`src/rtl/uart_mul.sv`:
```
// iCEBreaker UART byte multiplier: receives operands A then B (8N1), returns the
// 16-bit product A*B as two 8N1 bytes, high byte first.
module uart_mul #(
   parameter int CLK_FREQ = 12_000_000,
   parameter int BAUD     = 9_600
) (
   input  logic CLK,
   input  logic BTN_N,
   input  logic RX,
   output logic TX,
   output logic LEDR_N,
   output logic LEDG_N,
   output logic P1A1,
   output logic P1A3
);

   localparam int BIT_CYCLES = CLK_FREQ / BAUD;
   localparam int CW         = $clog2(BIT_CYCLES);
   localparam logic [CW-1:0] BIT_LAST  = CW'(BIT_CYCLES - 1);
   localparam logic [CW-1:0] HALF_LAST = CW'(BIT_CYCLES / 2 - 1);

   typedef enum logic [1:0] {RX_IDLE, RX_START, RX_DATA, RX_STOP} rx_state_t;
   typedef enum logic [1:0] {WAIT_A, WAIT_B, SEND_HI, SEND_LO} ctl_state_t;

   // NOTE: reset asserts asynchronously but releases two clocks later, so no flop sees a runt release.
   logic [1:0] rst_sync_q;
   logic       rst_n;

   always_ff @(posedge CLK or negedge BTN_N) begin
      if (!BTN_N) rst_sync_q <= 2'b00;
      else        rst_sync_q <= {rst_sync_q[0], 1'b1};
   end

   assign rst_n = rst_sync_q[1];

   // [1:0] synchronise RX, [2] holds the previous synchronised sample for edge detection.
   logic [2:0] rx_sync_q;
   logic       rx_s;
   logic       rx_fall;

   always_ff @(posedge CLK or negedge rst_n) begin
      if (!rst_n) rx_sync_q <= 3'b111;
      else        rx_sync_q <= {rx_sync_q[1:0], RX};
   end

   assign rx_s    = rx_sync_q[1];
   assign rx_fall = rx_sync_q[2] & ~rx_s;

   rx_state_t     rx_state_q;
   logic [CW-1:0] rx_cnt_q;
   logic [2:0]    rx_bit_q;
   logic [7:0]    rx_shift_q;
   logic [7:0]    rx_data_q;
   logic          rx_valid_q;

   always_ff @(posedge CLK or negedge rst_n) begin
      if (!rst_n) begin
         rx_state_q <= RX_IDLE;
         rx_cnt_q   <= '0;
         rx_bit_q   <= '0;
         rx_shift_q <= '0;
         rx_data_q  <= '0;
         rx_valid_q <= 1'b0;
      end else begin
         rx_valid_q <= 1'b0;
         case (rx_state_q)
            RX_IDLE: begin
               if (rx_fall) begin
                  rx_state_q <= RX_START;
                  rx_cnt_q   <= '0;
               end
            end
            RX_START: begin
               if (rx_cnt_q == HALF_LAST) begin
                  rx_cnt_q   <= '0;
                  rx_bit_q   <= '0;
                  rx_state_q <= rx_s ? RX_IDLE : RX_DATA;
               end else begin
                  rx_cnt_q <= rx_cnt_q + 1'b1;
               end
            end
            RX_DATA: begin
               if (rx_cnt_q == BIT_LAST) begin
                  rx_cnt_q   <= '0;
                  rx_shift_q <= {rx_s, rx_shift_q[7:1]};
                  if (rx_bit_q == 3'd7) rx_state_q <= RX_STOP;
                  else                  rx_bit_q   <= rx_bit_q + 1'b1;
               end else begin
                  rx_cnt_q <= rx_cnt_q + 1'b1;
               end
            end
            RX_STOP: begin
               if (rx_cnt_q == BIT_LAST) begin
                  rx_cnt_q   <= '0;
                  rx_state_q <= RX_IDLE;
                  if (rx_s) begin
                     rx_valid_q <= 1'b1;
                     rx_data_q  <= rx_shift_q;
                  end
               end else begin
                  rx_cnt_q <= rx_cnt_q + 1'b1;
               end
            end
            default: rx_state_q <= RX_IDLE;
         endcase
      end
   end

   ctl_state_t    state_q;
   logic [7:0]    a_q;
   logic [15:0]   p_q;
   logic [15:0]   p_d;
   logic          tx_q;
   logic [8:0]    tx_shift_q;
   logic [3:0]    tx_bit_q;
   logic [CW-1:0] tx_cnt_q;
   logic          led_r_q;
   logic          led_g_q;

   assign p_d = {8'h00, a_q} * {8'h00, rx_data_q};

   // tx_bit_q: 0 = start, 1..8 = data, 9 = stop; the shifter carries the stop bit above the data.
   always_ff @(posedge CLK or negedge rst_n) begin
      if (!rst_n) begin
         state_q    <= WAIT_A;
         a_q        <= '0;
         p_q        <= '0;
         tx_q       <= 1'b1;
         tx_shift_q <= '0;
         tx_bit_q   <= '0;
         tx_cnt_q   <= '0;
         led_r_q    <= 1'b1;
         led_g_q    <= 1'b1;
      end else begin
         case (state_q)
            WAIT_A: begin
               if (rx_valid_q) begin
                  a_q     <= rx_data_q;
                  led_r_q <= 1'b0;
                  state_q <= WAIT_B;
               end
            end
            WAIT_B: begin
               if (rx_valid_q) begin
                  p_q        <= p_d;
                  tx_q       <= 1'b0;
                  tx_shift_q <= {1'b1, p_d[15:8]};
                  tx_bit_q   <= '0;
                  tx_cnt_q   <= '0;
                  led_r_q    <= 1'b1;
                  led_g_q    <= 1'b0;
                  state_q    <= SEND_HI;
               end
            end
            SEND_HI, SEND_LO: begin
               if (tx_cnt_q == BIT_LAST) begin
                  tx_cnt_q <= '0;
                  if (tx_bit_q == 4'd9) begin
                     tx_bit_q <= '0;
                     if (state_q == SEND_HI) begin
                        tx_q       <= 1'b0;
                        tx_shift_q <= {1'b1, p_q[7:0]};
                        state_q    <= SEND_LO;
                     end else begin
                        tx_q    <= 1'b1;
                        led_g_q <= 1'b1;
                        state_q <= WAIT_A;
                     end
                  end else begin
                     tx_q       <= tx_shift_q[0];
                     tx_shift_q <= {1'b0, tx_shift_q[8:1]};
                     tx_bit_q   <= tx_bit_q + 1'b1;
                  end
               end else begin
                  tx_cnt_q <= tx_cnt_q + 1'b1;
               end
            end
            default: state_q <= WAIT_A;
         endcase
      end
   end

   assign TX     = tx_q;
   assign P1A3   = tx_q;
   assign P1A1   = rx_s;
   assign LEDR_N = led_r_q;
   assign LEDG_N = led_g_q;

endmodule

```
`config.mk`:
```
export PLATFORM = sky130hd
export DESIGN_NAME = uart_mul
export DESIGN_NICKNAME = d
export VERILOG_FILES = /design/src/rtl/uart_mul.sv
export SDC_FILE = /design/constraint.sdc
export NUM_CORES = 1
export LEC_CHECK = 0
export CAP_MARGIN = 10
export CORE_MARGIN = 2
export CORE_UTILIZATION = 35
export CTS_BUF_LIST = sky130_fd_sc_hd__clkbuf_8
export DETAILED_ROUTE_END_ITERATION = 8
export SKIP_LAST_GASP = 1
export SYNTH_ARGS = -nofsm -noshare
export SYNTH_HDL_FRONTEND = slang
export SYNTH_SLANG_ARGS = --single-unit
```
`constraint.sdc`:
```
create_clock -name CLK -period 4.67 [get_ports CLK]
set_clock_uncertainty 0.15 [all_clocks]
set_input_delay 0.7005 -clock CLK [delete_from_list [all_inputs] [get_ports CLK]]
set_output_delay 0.7005 -clock CLK [all_outputs]
set_load 0.01 [all_outputs]
```
==> Yosys cells after proc, flatten, opt, wreduce, memory -nomap -nowiden <==
Cells that the tools add are included.
{ "op_classes": {"add_sub_neg": 4, "multipliers": 1, "div_mod_pow": 0, "n_lt_le_gt_ge": 0, "eq_ne": 23, "shift": 0, "mux": 47, "bitwise": 2, "reduce_logical": 19} }
{ "ops": {"columns": ["operator", "count"], "rows": [
  ["2-to-1 mux 11 bit", 5],
  ["2-to-1 mux 9 bit", 4],
  ["one-hot mux 11 bit (3 select lines)", 1],
  ["adder 11 x 1 -> 11 bit (second input constant)", 2],
  ["equality test 11 bit (second input constant)", 2],
  ["2-to-1 mux 2 bit", 11],
  ["inequality test 2 bit (second input constant)", 11],
  ["one-hot mux 11 bit (2 select lines)", 1],
  ["one-hot mux 9 bit (2 select lines)", 1],
  ["multiplier 8 x 8 -> 16 bit", 1],
  ["2-to-1 mux 4 bit", 3],
  ["AND reduction 4 bit", 3],
  ["equality test 11 x 10 -> 1 bit (second input constant)", 1],
  ["2-to-1 mux 1 bit", 11],
  ["AND reduction 5 bit", 2],
  ["2-to-1 mux 3 bit", 3],
  ["AND reduction 3 bit", 3],
  ["equality test 2 bit (second input constant)", 4],
  ["one-hot mux 2 bit (4 select lines)", 1],
  ["one-hot mux 4 bit (2 select lines)", 1],
  ["AND reduction 2 bit", 4],
  ["one-hot mux 1 bit (2 select lines)", 3],
  ["one-hot mux 2 bit (3 select lines)", 1],
  ["one-hot mux 3 bit (2 select lines)", 1],
  ["other kinds (11)", 16]
]} }
{ "totals": {"ff_bits": 83, "latch_bits": 0, "ramBits": 0, "romBits": 0, "input_bits": 3, "out_inout_bits": 5, "elab_cells": 113, "memories": 0} }

==> Depth between registers and ports, before layout <==
Gate-level depths: netlist of run 1.
{ "logic_depth": {"depth_word": 5, "depth_mapped": 17, "depth_no_buf": 16} }

==> Least setup slack after synthesis of run 1 <==
Ideal clock, no wire load.
{ "synth_path": {"path_type": "reg2reg", "from": "register rx_data_q[7]", "to": "register tx_shift_q[6]", "setup_ns": 0.131, "arrival_ns": 4.123, "required_ns": 4.389, "setup_slack_ns": 0.265, "path_stages_with_launch": 14, "n_path_buf": 1, "period_less_slack_ns": 4.405, "path_cell_list": "dfrtp_1 -> clkbuf_1 -> nand2_1 -> fa_1 -> fa_1 -> fa_1 -> fa_1 -> inv_1 -> ha_1 -> a41o_1 -> nor4_1 -> nor2_1 -> nor4bb_1 -> or3_1"} }
{ "synth_between": {"elab_chain_len": 3} }
{ "synth_rtl": {"columns": ["element", "line", "rtl"], "rows": [
  ["start, declared", "53", "logic [7:0] rx_data_q;"],
  ["start signal, assigned", "98", "rx_data_q <= rx_shift_q;"],
  ["multiplier 8 x 8 -> 16 bit", "120", "assign p_d = {8'h00, a_q} * {8'h00, rx_data_q};"],
  ["2-to-1 mux 9 bit", "144", "if (rx_valid_q) begin"],
  ["one-hot mux 9 bit (2 select lines)", "135", "case (state_q)"],
  ["end signal, assigned", "147", "tx_shift_q <= {1'b1, p_d[15:8]};"],
  ["end signal, assigned", "162", "tx_shift_q <= {1'b1, p_q[7:0]};"],
  ["end signal, assigned", "171", "tx_shift_q <= {1'b0, tx_shift_q[8:1]};"],
  ["end, declared", "114", "logic [8:0] tx_shift_q;"]
]} }
No other way between the ends. The select of a mux whose other input is x is not followed.
A chain may end at the register's enable or synchronous reset.

==> Final worst setup path of run 1 <==
{ "layout_path": {"from": "register rx_data_q[4]", "to": "register tx_shift_q[6]"} }
Same word-level chain as after synthesis.

==> results of run 1 <==
worst max-delay path: cells and delay by family, from the launching register on:
kind	cells	cell delay, ns
fa+ha+maj	5	2.40
buf+inv	3	0.23
flops	1	0.47
simple gates	6	1.08
power by group through the flow:
stage / sequential [W] / combinational (W) / clock, W
floorplan: 0.000798 / 0.0000561 / 0
global placement: 0.000812 / 0.0000649 / 0
detailed placement: 0.000813 / 0.0000702 / 0
CTS: 0.000800 / 0.0000703 / 0.000546
global route: 0.000808 / 0.0000840 / 0.000583
finish: 0.000799 / 0.0000689 / 0.000524
flip-flops by register name, indices dropped and copies added, names as in the netlist, 2 cells and up, named ones only:
signal	count
rx_data_q	8
tx_bit_q	4
tx_cnt_q	11
p_q	8
state_q	2
rx_sync_q	3
rx_shift_q	8
rx_bit_q	3
tx_shift_q	9
a_q	8
rx_cnt_q	11
rst_sync_q	2
metal layers:
layer	GRT usage, %	up-vias	wire length [um]
li1	-	2126	-
met1	18.0	2104	5500
met2	23.5	63	5620
met3	3.42	23	350
met4	5.96	0	325
met5	0	-	0
cell usage after synthesis, types with 5 or more instances:
library cell	count
nor3_1	8
mux2_2	24
nand3_1	14
fa_1	36
nor2_1	37
inv_1	56
and3_1	10
a21oi_1	18
xnor2_1	9
o21ai_0	41
mux2i_1	6
ha_1	49
nor4_1	5
nor2b_1	6
clkbuf_1	15
a21o_1	6
nand2b_1	6
dfstp_2	6
and2_1	49
dfrtp_1	77
xor2_1	6
nand2_1	86
o31ai_1	9
logic make-up after synthesis:
logic type / Yosys count / synth area share, %
simple gates: 241 / 20.5
fa+ha+maj: 85 / 22.2
buf+inv: 75 / 4.89
other cells: 1 / 0.0623
flops: 83 / 34.7
xor+xnor: 15 / 2.18
mux: 30 / 5.49
compound gates: 98 / 10.1
cell type report:
type / instances / area (um2)
fillers: 1688 / 10200
flip-flops and latches: 83 / 2090
well taps: 220 / 275
multi-input cells: 470 / 3640
inverters: 57 / 214
clock buffers: 10 / 138
clock inverters: 6 / 57.6
repair buffers: 15 / 128
stage by stage:
stage	hold WS [ns]	instance area, um2	setup slack [ns]
after floorplan	0.181	6010	0.265
after global placement	0.189	6330	0.206
after detailed placement	0.191	6330	0.117
after CTS	0.209	6520	0.112
after global routing	0.216	6540	0.0114
final	0.208	6540	0.223
worst paths after layout:
path | slack, ns | startpoint | cells after the start | to
worst max-delay path | 0.22 | rx_data_q[4]$_DFFE_PN0P_ | 14 | tx_shift_q[6]$_DFFE_PN0P_
worst min-delay path | 0.21 | rx_sync_q[0]$_DFF_PN1_ | 0 | rx_sync_q[1]$_DFF_PN1_
worst max register to register | 0.22 | rx_data_q[4]$_DFFE_PN0P_ | 14 | tx_shift_q[6]$_DFFE_PN0P_
worst min register to register | 0.21 | rx_sync_q[0]$_DFF_PN1_ | 0 | rx_sync_q[1]$_DFF_PN1_
max in group asynchronous | 3.31 | rst_sync_q[1]$_DFF_PN0_ | 0 | rx_data_q[0]$_DFFE_PN0P_
min in group asynchronous | 0.32 | BTN_N | 1 | rst_sync_q[1]$_DFF_PN0_
cells in the final DEF (no fill, tap or decap), types with 3 or more instances in the layout:
master,n
clkbuf_8,10
nor3_1,8
o41ai_1,4
and3_1,10
nor4bb_1,4
dfrtp_1,76
a31oi_1,3
a21o_1,6
a22o_1,4
a21oi_1,18
nand2b_1,6
nor4_1,4
xnor2_1,9
and2_1,49
nor2_1,37
mux2_2,24
nand2_1,86
nor2b_1,6
fa_1,36
xor2_1,6
o21ai_0,40
o31ai_1,9
mux2i_1,6
inv_1,58
buf_4,7
clkdlybuf4s50_1,7
nand3_1,14
ha_1,49
dfstp_2,6
==> summary by stage, run 1 <==
Min path
The worst hold-check path type is reg -> reg.

Critical path
The largest fanout on the critical path is 10. The delay contributed by the slowest stage of the critical path is 0.54 ns. The setup path with the least slack is of type reg -> reg. The worst path arrival time is 4.56 ns. Walking the worst path, the cells encountered are and2_1, fa_1, inv_1, fa_1, fa_1, fa_1, inv_1, ha_1, nor2b_1, nor4_2, buf_4, nor3_1, nor4_1, or3_1.

The cell type of the slowest stage on the worst timing path is fa_1. The most frequent cell on the critical path is fa_1. STA classifies the critical path endpoint as a register. The required arrival time at the worst endpoint is 4.78 ns. The worst setup path is launched from a register.

Logic synthesis
The most used flip-flop cell after synthesis is dfrtp_1. The cell type contributing the most total cell area after synthesis is dfrtp_1. The average size of a mapped cell is 9.58 um2.

Counting every net in the synthesized netlist gives 716. The part of the Yosys area used for sequential elements is 34.7%. The share of flip-flops with an asynchronous set or reset after synthesis is 100%. The count of different cell masters after synthesis is 53.

After synthesis, the cell types taking the most area are dfrtp_1 (32%), fa_1 (12%), ha_1 (10%). The cell count after synthesis is 628. After synthesis, the largest area contributor takes up 32.0% of total cell area. The Yosys step of the flow raised 0 warnings. The cell area after synthesis is 0.00601 mm2. The synthesized design contains 0 enable-type register cells. The synthesis-stage register bit count is 83.

Final layout
At the end of the flow the core is filled with cells to 39.2%. Cells with a size suffix above 1 make up 9.20% of the layout. The area growth from synthesis to layout is 8.78%. The repair_antennas step left the layout with diodes totalling 0. The non-filler instance count after layout is 861. For this run, the post-layout net count is 724.

Place
The final weighted congestion of routability-driven global placement is 0.816. In this run the tool buffered the top-level ports with 7 buffer cells. The post-placement cell count is 843. The wire-length estimate of the detail-placed layout is 8.81 mm.

Floorplan
The floorplan step defined a die boundary enclosing 0.0182 mm2. In this run the vertical extent of the chip is 135 um. The region available for standard cell placement spans 0.0167 mm2. The starting utilization of the core area is 36.0%.

The number of rows created at floorplan is 47. The number of ports placed on the die boundary is 8. From left edge to right edge, the die measures 135 um.

CTS
The number of setup buffers added after CTS is 0. The number of buffers added by the clock tree synthesis step is 9. The clock reaches the later pin of the worst-skew pair after 0.39 ns. The maximum root-to-sink buffer count is 2. After clock tree synthesis, the flow added hold-fix buffers numbering 0. Post-CTS repair changed the size of 0 cells. The clock tree root driver cell is clkbuf_8. Clock tree synthesis found a total of 83 sinks. In this run the number of H-tree levels came out at 3. After clock tree synthesis, the clock-pin slew on the worst setup and hold paths is 0.08 ns. TritonCTS built the clock tree.

STA
The post-route minimum period is 4.45 ns. The period utilization is 95.2%. Setup violations remaining at the end of the flow were counted as 0.

Setup repair after global routing left no endpoint under its margin. The worst slew slack as a fraction of its limit is 30.2%. For the pin with the worst max-slew slack, the measured transition is 1.05 ns.

Setup total negative slack on the finished layout was measured at 0 ns. The hold violation total from the final report is 0. The highest achievable clock rate is 0.225 GHz. The number of pins with negative max-slew slack in the final report is 0.

Flow run
The max-cap violation count is 0.

Route
The wire length per cell after detailed routing is 13.7 um. The number of search-and-repair iterations in the first detailed-routing pass is 5. The detail route stage leaves a number of antenna-violating nets equal to 0. The via count is 4,316. The detailed router finished its first iteration with 216 violations. For this run, design rule violations remaining after detail routing come to 0. In the routed layout, each cell is associated on average with a via count of 5.01. The post-detailed-routing wire length is 11.8 mm.

Pwr
The clock network burns 37.7% of the power. The switching power is 0.000352 W. Dividing total power by cell area gives a power density of 213 mW/mm2.

Summing internal, switching and leakage power gives 0.00139 W. The internal portion of total power is 0.00104 W. IR analysis of the VDD net gives a maximum drop of 0.000134 V. Net switching is 25.3% of the power.

The share of total power dissipated in combinational logic is 5.0%. The static leakage power is 3.25 nW. The relative contribution of sequential cells to total power is 57.4%.

Global routing
The remaining global-route overflow is 0. The initial antenna violation count is 0. The first global-routing pass estimated 20.8 mm of wire.

The via count of the first global-routing pass is 4,378. The total track usage is 14.3%. Entering global routing, the biggest net connects 82 pins.

Status
The flow ran to the end, and the final reports show no timing, DRC or antenna violations.
No activity file was read; power rests on OpenSTA's default activity.
==> run 2, diff against run 1 <==
--- a/config.mk
+++ b/config.mk
@@ -10,6 +10,7 @@
 export CORE_UTILIZATION = 35
 export CTS_BUF_LIST = sky130_fd_sc_hd__clkbuf_8
 export DETAILED_ROUTE_END_ITERATION = 8
+export PLACE_DENSITY = 0.49
 export SKIP_LAST_GASP = 1
 export SYNTH_ARGS = -nofsm -noshare
 export SYNTH_HDL_FRONTEND = slang
==> summary by stage, run 2 (synthesis results as in run 1) <==
Status
The flow ran to the end, and the final reports show no timing, DRC or antenna violations.

CTS
After clock tree synthesis, the clock-pin slew on the worst setup and hold paths is 0.08 ns. The clock tree root driver cell is clkbuf_8. The number of buffers added by the clock tree synthesis step is 9. The H-tree was split into 3 levels. The clock passes through at most 2 buffers. The clock drives 83 sinks. At the later pin of the worst-skew pair, clock insertion delay measures 0.38 ns.

TritonCTS built the clock tree.

STA
The number of endpoints failing setup at the final stage is 0. The hold violation total from the final report is 0. The worst hold slack is 0.211 ns. The measured slew at the worst slew-check pin is 1.05 ns.

The number of pins with negative max-slew slack in the final report is 0. Setup slack on the critical path of the routed design comes to 0.228 ns. Setup repair after global routing left no endpoint under its margin.

The period utilization is 95.1%. The worst slew slack as a fraction of its limit is 30.1%. The sum of negative setup slack is 0 ns. Counting I/O delays and the setup requirement, the final critical path takes 4.44 ns.

For this run, the top clock speed supported by timing is 0.225 GHz.

Floorplan
The starting utilization of the core area is 36.0%. The vertical die dimension is 135 um. The number of ports placed on the die boundary is 8. The die footprint is 0.0182 mm2.

After floorplanning, the core was divided into 47 placement rows. The placeable core region is 0.0167 mm2. In this run the horizontal extent of the chip is 135 um.

Final layout
The final cell utilization of the core is 39.5%. The fraction of final layout cells sized beyond drive strength 1 is 10.3%. The largest registers in the layout are rx_cnt_q (11), tx_cnt_q (11), tx_shift_q (9). The area growth from synthesis to layout is 9.74%. The net count of the finished layout is 731. The library cell used most frequently in the layout, excluding fill and tap cells, is nand2_1. The antenna cell count is 0. The top cell types in the final layout, fill and taps aside, are nand2_1 (86), dfrtp_1 (76), inv_1 (58).

Pwr
The maximum ir drop on the vdd rail is 0.000117 V. The power density of the placed cells is 210 mW/mm2. The power consumption is 0.00139 W. The static leakage power is 3.29 nW.

Min path
The tightest min-delay check is of the reg -> reg type.

Place
The congestion estimate from routability-driven global placement came to 0.791. The quantity of I/O buffers inserted on ports is 7. The estimated wirelength of the detail-placed design is 9.17 mm. The setup slack at placement is 0.0639 ns.

Global routing
The largest net degree at the start of global routing is 82. The initial antenna violation count was 0. The first-pass GRT wire length is 21.3 mm. The remaining global-route overflow is 0. Across every metal layer, demand over resource in global routing totals 14.6%. The via count of the first global-routing pass is 4,270.

Route
The via count is 4,243. The number of search-and-repair iterations in the first detailed-routing pass is 4. The post-detailed-routing wire length is 12.0 mm. After detailed routing, the number of vias per cell comes to 4.89. The wire length per cell after detailed routing is 13.8 um. The iteration-0 DRC count of the detailed router is 210. The remaining routing DRC violations is 0. The remaining antenna violation count is 0.

Flow run
The max-cap violation count is 0.

Critical path
At the worst endpoint, the required time is 4.77 ns. STA classifies the critical path startpoint as a register. The worst setup path category is reg -> reg. The category of the worst setup path capture point is a register. Along the worst path, the maximum fanout reaches 6. STA puts the critical path data arrival time at 4.54 ns.
-- run 2: cell count changes in the layout (fill, tap and decap cells not counted) --
cell,delta
clkinv_4,+1
o21ai_1,-1
inv_6,+1
buf_4,+8
clkinv_2,-1
clkbuf_8,-1
o21ai_2,+1
buf_2,-1
-- run 2: metal layers --
metal | global-route usage, % | share of wire, % | vias up
met5 | 0 | 0 | -
met4 | 5.32 | 1.7 | 0
met3 | 2.21 | 1.8 | 13
met2 | 22.7 | 46 | 29
met1 | 20.6 | 51 | 2059
li1 | - | - | 2142
-- run 2: cell type report --
class / instances / area (um2)
clock inverter: 7 / 70.1
sequential: 83 / 2090
fill: 1660 / 10100
clock buffer: 9 / 124
timing repair buffer: 22 / 183
inverter: 57 / 214
tap: 220 / 275
multi-input combinational: 470 / 3650
-- run 2: worst max-delay path: stages (launching register included) --
cell      delay, ns
dfrtp_1        0.44
and2_1         0.18
fa_1           0.53
inv_1          0.05
fa_1           0.48
fa_1           0.52
fa_1           0.54
inv_1          0.04
ha_1           0.33
a41o_1         0.26
nor4_2         0.24
nor2_1         0.12
nor4bb_1       0.15
or3_1          0.30
-- run 2: power breakdown --
part	internal [W]	switching (W)	total, W
clock	0.000246	0.000277	0.000523
combinational	0.0000357	0.0000321	0.0000678
sequential	0.000747	0.0000515	0.000799
-- run 2: worst paths after layout --
| kind | startpoint | depth (start not counted) | slack (ns) | end |
|---|---|---|---|---|
| setup / recovery | rx_data_q[4]$_DFFE_PN0P_ | 13 | 0.23 | tx_shift_q[6]$_DFFE_PN0P_ |
| max in group asynchronous | rst_sync_q[1]$_DFF_PN0_ | 0 | 3.31 | rx_data_q[0]$_DFFE_PN0P_ |
| min in group asynchronous | BTN_N | 1 | 0.32 | rst_sync_q[1]$_DFF_PN0_ |
| hold / removal | rx_sync_q[0]$_DFF_PN1_ | 0 | 0.21 | rx_sync_q[1]$_DFF_PN1_ |
| hold reg to reg | rx_sync_q[0]$_DFF_PN1_ | 0 | 0.21 | rx_sync_q[1]$_DFF_PN1_ |
| setup reg to reg | rx_data_q[4]$_DFFE_PN0P_ | 13 | 0.23 | tx_shift_q[6]$_DFFE_PN0P_ |
-- run 2: repair_timing --
item                                    4_1_cts  5_1_grt
resized for setup                             0        3
endpoints found under the setup margin        0        6
hold buffers                                  0        0
setup buffers                                 0        0
-- run 2: per-stage QoR --
step,cells,cell area [um2]
2_1_floorplan,628,6010
3_3_place_gp,851,6390
3_5_place_dp,852,6400
4_1_cts,868,6590
5_1_grt,868,6600
6_report,868,6600
